## src/rtl/cfu_mat_sequencer.sv

```systemverilog
// cfu_mat_sequencer: instruction-driven MAC burst sequencer feeding N PE lanes from the AB register file
module cfu_mat_sequencer #(
  parameter int N          = 16,
  parameter int REGN       = 512,
  parameter int B_START    = 256,
  parameter int IMEM_DEPTH = 256,
  parameter int PCW        = $clog2(IMEM_DEPTH),
  parameter int AW         = $clog2(REGN)
) (
  input  logic           CLK,
  input  logic           RSTN,
  input  logic           ONSWT,
  output logic           OFFSWT,
  input  logic [N-1:0]   LANE_MASK,
  output logic [PCW-1:0] PC_INS,
  input  logic [31:0]    INSTRDATA,
  output logic           RD_EN,
  output logic [AW-1:0]  RD_ADDR_A,
  output logic [AW-1:0]  RD_ADDR_B,
  output logic [N-1:0]   RST_MUL,
  output logic [N-1:0]   MAC_CTRL,
  output logic           WR_VALID,
  input  logic           WR_READY,
  output logic [3:0]     WR_SLOT,
  output logic           BUSY,
  output logic           ERR
);
  typedef enum logic [2:0] {S_IDLE, S_FETCH, S_DECODE, S_CLEAR, S_MAC, S_DRAIN, S_WRITE, S_DONE} state_t;
  state_t r_state, w_next;
  logic [PCW-1:0] r_pc;
  logic [N-1:0] r_mask, r_mac;
  logic [5:0] r_km1, r_k;
  logic [7:0] r_abase, r_bbase;
  logic [3:0] r_slot;
  logic r_on_d, r_err;
  logic w_start, w_inc, w_last, w_mac_last, w_unused;
  logic [31:0] w_a_idx, w_b_idx;
  assign w_unused   = ^INSTRDATA[3:0];
  assign w_start    = r_state == S_IDLE && ONSWT && !r_on_d;
  assign w_last     = r_pc == PCW'(IMEM_DEPTH - 1);
  assign w_mac_last = r_k == r_km1;
  // each operand wraps inside its own region so a burst never spills into the other
  assign w_a_idx    = (32'(r_abase) + 32'(r_k)) % B_START;
  assign w_b_idx    = B_START + (32'(r_bbase) + 32'(r_k)) % (REGN - B_START);
  assign OFFSWT     = r_state == S_DONE;
  assign BUSY       = r_state != S_IDLE && r_state != S_DONE;
  assign PC_INS     = r_pc;
  assign RD_EN      = r_state == S_MAC;
  assign RD_ADDR_A  = RD_EN ? AW'(w_a_idx) : '0;
  assign RD_ADDR_B  = RD_EN ? AW'(w_b_idx) : '0;
  assign RST_MUL    = r_state == S_CLEAR ? r_mask : '0;
  assign MAC_CTRL   = r_mac;
  assign WR_VALID   = r_state == S_WRITE;
  assign WR_SLOT    = WR_VALID ? r_slot : '0;
  assign ERR        = r_err;
  always_comb begin
    w_next = r_state;
    w_inc  = 1'b0;
    case (r_state)
      S_IDLE:   w_next = w_start ? S_FETCH : S_IDLE;
      S_FETCH:  w_next = S_DECODE;
      S_DECODE: case (INSTRDATA[31:30])
        2'b00:   w_inc  = 1'b1;
        2'b01:   w_next = S_CLEAR;
        2'b10:   w_next = S_MAC;
        default: w_next = S_DONE;
      endcase
      S_CLEAR:  w_next = S_MAC;
      S_MAC:    w_next = w_mac_last ? S_DRAIN : S_MAC;
      S_DRAIN:  w_next = S_WRITE;
      S_WRITE:  w_inc  = WR_READY;
      default:  w_next = ONSWT ? S_DONE : S_IDLE;
    endcase
    if (w_inc) w_next = w_last ? S_DONE : S_FETCH;
  end
  // r_on_d resets high so a start level held through reset is not taken as a new edge
  always_ff @(posedge CLK or negedge RSTN) begin
    if (!RSTN) begin
      r_state <= S_IDLE;
      r_pc    <= '0;
      r_on_d  <= 1'b1;
      r_mask  <= '0;
      r_mac   <= '0;
      r_err   <= 1'b0;
      r_k     <= '0;
      r_km1   <= '0;
      r_abase <= '0;
      r_bbase <= '0;
      r_slot  <= '0;
    end else begin
      r_state <= w_next;
      r_on_d  <= ONSWT;
      r_mac   <= r_state == S_MAC ? r_mask : '0;
      r_k     <= (r_state == S_MAC && !w_mac_last) ? r_k + 6'd1 : '0;
      if (w_start) begin
        r_mask <= LANE_MASK;
        r_pc   <= '0;
        r_err  <= 1'b0;
      end
      if (r_state == S_DECODE) {r_km1, r_abase, r_bbase, r_slot} <= INSTRDATA[29:4];
      if (w_inc) begin
        if (w_last) r_err <= 1'b1;
        else r_pc <= r_pc + 1'b1;
      end
    end
  end
endmodule
```

## config.mk

```make
export PLATFORM = sky130hd
export DESIGN_NAME = cfu_mat_sequencer
export DESIGN_NICKNAME = d
export VERILOG_FILES = /design/src/rtl/cfu_mat_sequencer.sv
export SDC_FILE = /design/constraint.sdc
export NUM_CORES = 1
export LEC_CHECK = 0
export CAP_MARGIN = 10
export CORE_MARGIN = 4
export CORE_UTILIZATION = 48
export CTS_CLUSTER_SIZE = 20
export DETAILED_ROUTE_END_ITERATION = 6
export PLACE_DENSITY = 0.81
export SLEW_MARGIN = 25
export SYNTH_ARGS = -nofsm -noshare
export SYNTH_HDL_FRONTEND = slang
export SYNTH_SLANG_ARGS = --single-unit
```

## constraint.sdc

```tcl
create_clock -name CLK -period 2.9 [get_ports CLK]
set_input_delay 0.58 -clock CLK [delete_from_list [all_inputs] [get_ports CLK]]
set_output_delay 0.58 -clock CLK [all_outputs]
set_load 0.01 [all_outputs]
```

==> run metrics <==
Post-Synth Simple-Gate Area=around 17%; drt via density=5.35; layout cell share with drive strength beyond 1=approximately a fifth; Synth cell types=between 50 and 60; max incr delay on CP=between 0.5 and 0.6 ns; initial core utilization=between 40% and 50%; fin crit share=a little under 100%; design area=~5600 µm²; most common cell after layout, fill and taps aside=clkdlybuf4s50_1; Num CTS Buffers=9; Crit. End Element=primary output; Critical Path RT=2.32 ns; DRT iter0 DRCs=120; Skew-Pair Late Insertion Delay=between 0.3 and 0.4 ns; register area share after synthesis=48.2%; final setup violation count=0; Final GP Congestion=between 0.8 and 0.9; Final Core Density=about two thirds; CTS tree=built; critical path arrival=2.29 ns; Tightest Pin Transition=roughly 0.83 ns; initial antenna violation count=0; status=finished clean; die height=a little under 100 µm; first-pass GRT wire length=16.2 mm; pre-CTS setup slack=about 0.053 ns; # hold bufs at CTS=0; max_slew headroom=44.2%; number of global-route vias before repair=between 3000 and 4000; Critical Path Source Type=register; CP max FO=5; largest net degree at the start of global routing=78; Clock Path Buffers=2; Clock Pin Slew Worst Setup and Hold Paths=~0.09 ns; DP HPWL=6.90 mm; diodes inserted=0; fmax=around 350 MHz; vias=approximately 3200; Final Hold Fails=0; FF+latch count, synth=77; IO Pins=~120; main combinational cell family by area after synthesis=simple AND/OR/NAND/NOR gates; Synth Area per Inst=approximately 11 µm²; Total Neg Setup Slack=0 ns; PnR worst setup slack=0.0287 ns; routed len/inst=~16 µm; Synth Area in Compound Gates=a little over a tenth; clock skew=around 0.012 ns; ANT nets after route=0; most frequent cells in the layout=clkdlybuf4s50_1, dfrtp_1, mux2_2, and2_1, buf_4; gr usage total=just over 20%; Tmin final=2.87 ns; Mapped Nets=around 430; Synth Instances=approximately 360; Net count, final=between 500 and 600; worst-path cell chain=ha_1, a211oi_2, o21ai_0, a21oi_1, clkdlybuf4s50_1; P_leak=0.00240 µW; Pre-Repair DR Iteration Count=4; Max rail drop VDD=between 0.0005 and 0.0006 V; PwrDens=roughly 900 nW/µm²; Placed Area=~5300 µm²; Synth warnings=0; DR DRC count=0; IO Port Bufs=about 110; RSZ-0062 raised after global routing=yes; Max Cap Viol=0; clk sinks=77; Setup Crit Path Kind=register to primary output; core region area=approximately 8200 µm²; Die ar.=about 9900 µm²; Synth Area in Adders=roughly 5.4%; Post-Route WL=9.83 mm; Max Slew Vio Count=0; asr flop ratio synth=100%; GR Overflow Total=0; Post-synth EDFFs=0; # rows=33; Critical Path Slowest Stage Cell=clkdlybuf4s50_1; Hold Path Class=input pin to async pin; Die W=approximately 99 µm; fillers=between 600 and 700; root buffer selected by CTS=clkbuf_8; XOR/XNOR share of the synthesized area=approximately 2.8%; H-tree Lvls=3; Primary FF master, synth=dfrtp_1; Hold WS=around 0.25 ns; Layout area overhead=39.6%; Mapped Area=roughly 4000 µm²; multiplexer share of the synthesized area=around 13%
[critical path, delay by kind of cell, from the launching register on]
kind	cells	cell delay [ns]
compound gates	3	0.59
buf+inv	1	0.55
flops	1	0.46
fa+ha+maj	1	0.34
[Yosys cell counts (all sizes together) (4+ instances only)]
cell type / number / area share (%)
a21oi: 8 / 1.0
and2: 37 / 5.8
and3: 6 / 0.94
buf: 11 / 1.8
clkbuf: 4 / 0.41
dfrtp: 76 / 48
ha: 14 / 4.4
inv: 10 / 0.94
mux2: 42 / 12
nand2: 15 / 1.4
nand3: 8 / 1.0
nor2: 19 / 1.8
nor3: 7 / 1.2
nor3b: 8 / 1.5
o211ai: 4 / 0.88
o21a: 9 / 1.7
o21ai: 17 / 2.1
o311ai: 4 / 0.88
o31ai: 4 / 0.75
xnor2: 8 / 1.8
xor2: 5 / 1.1
[worst paths after layout]
path                       startpoint      endpoint  slack (ns)  cells after the start
setup / recovery               r_k[1]  RD_ADDR_A[3]        0.03                      5
hold / removal                   RSTN     r_mask[5]        0.25                      1
setup reg to reg           r_state[0]     PC_INS[3]        1.04                      6
hold reg to reg             r_mask[8]   MAC_CTRL[8]        0.49                      1
max in group asynchronous        RSTN        r_k[1]        2.14                      1
min in group CLK            r_mask[8]   MAC_CTRL[8]        0.49                      1
[registers in the layout, indices dropped and copies added, names as in the netlist]
| register | count |
|---|---|
| r_bbase | 8 |
| r_slot | 4 |
| MAC_CTRL | 16 |
| r_on_d | 1 |
| r_state | 3 |
| r_km1 | 6 |
| r_abase | 8 |
| r_k | 6 |
| PC_INS | 8 |
| ERR | 1 |
| r_mask | 16 |
[timing repair]
item,in CTS,in global routing
setup endpoints to repair,15,8
setup buffers,2,5
pin swaps,1,0
gates resized for setup,20,7
[logic make-up (layout without fill, tap and decap cells)]
| logic type | count (synthesis) | count (layout) |
|---|---|---|
| flops | 77 | 77 |
| mux | 45 | 45 |
| simple gates | 119 | 119 |
| buf+inv | 25 | 161 |
| compound gates | 63 | 63 |
| xor+xnor | 13 | 13 |
| other cells | 1 | 1 |
| fa+ha+maj | 16 | 16 |
[layout make-up]
class,count,area [µm²],share of cell area (%)
tap,105,131,2.35
multi-input combinational,257,1990,35.6
timing repair buffer,135,1280,23.0
clock buffer,10,138,2.46
inverter,10,41.3,0.739
sequential,77,1930,34.6
clock inverter,6,71.3,1.28
[layer usage]
layer	wire length (µm)	track usage [%]	up-vias
li1	-	-	1539
met1	4170	25.7	1571
met2	4950	34.9	91
met3	567	5.05	11
met4	145	7.46	0
met5	0	0	-
[through the flow]
step	cells	power [µW]
finish	600	5040
global route	600	5410
global placement	577	4050
floorplan	359	3140
detailed placement	577	4140
CTS	595	5000
[power breakdown]
group | internal (µW) | switching [µW]
combinational | 1330 | 1080
sequential | 1500 | 285
clock | 427 | 425
total | 3250 | 1790
No activity file was read; power rests on OpenSTA's default activity.
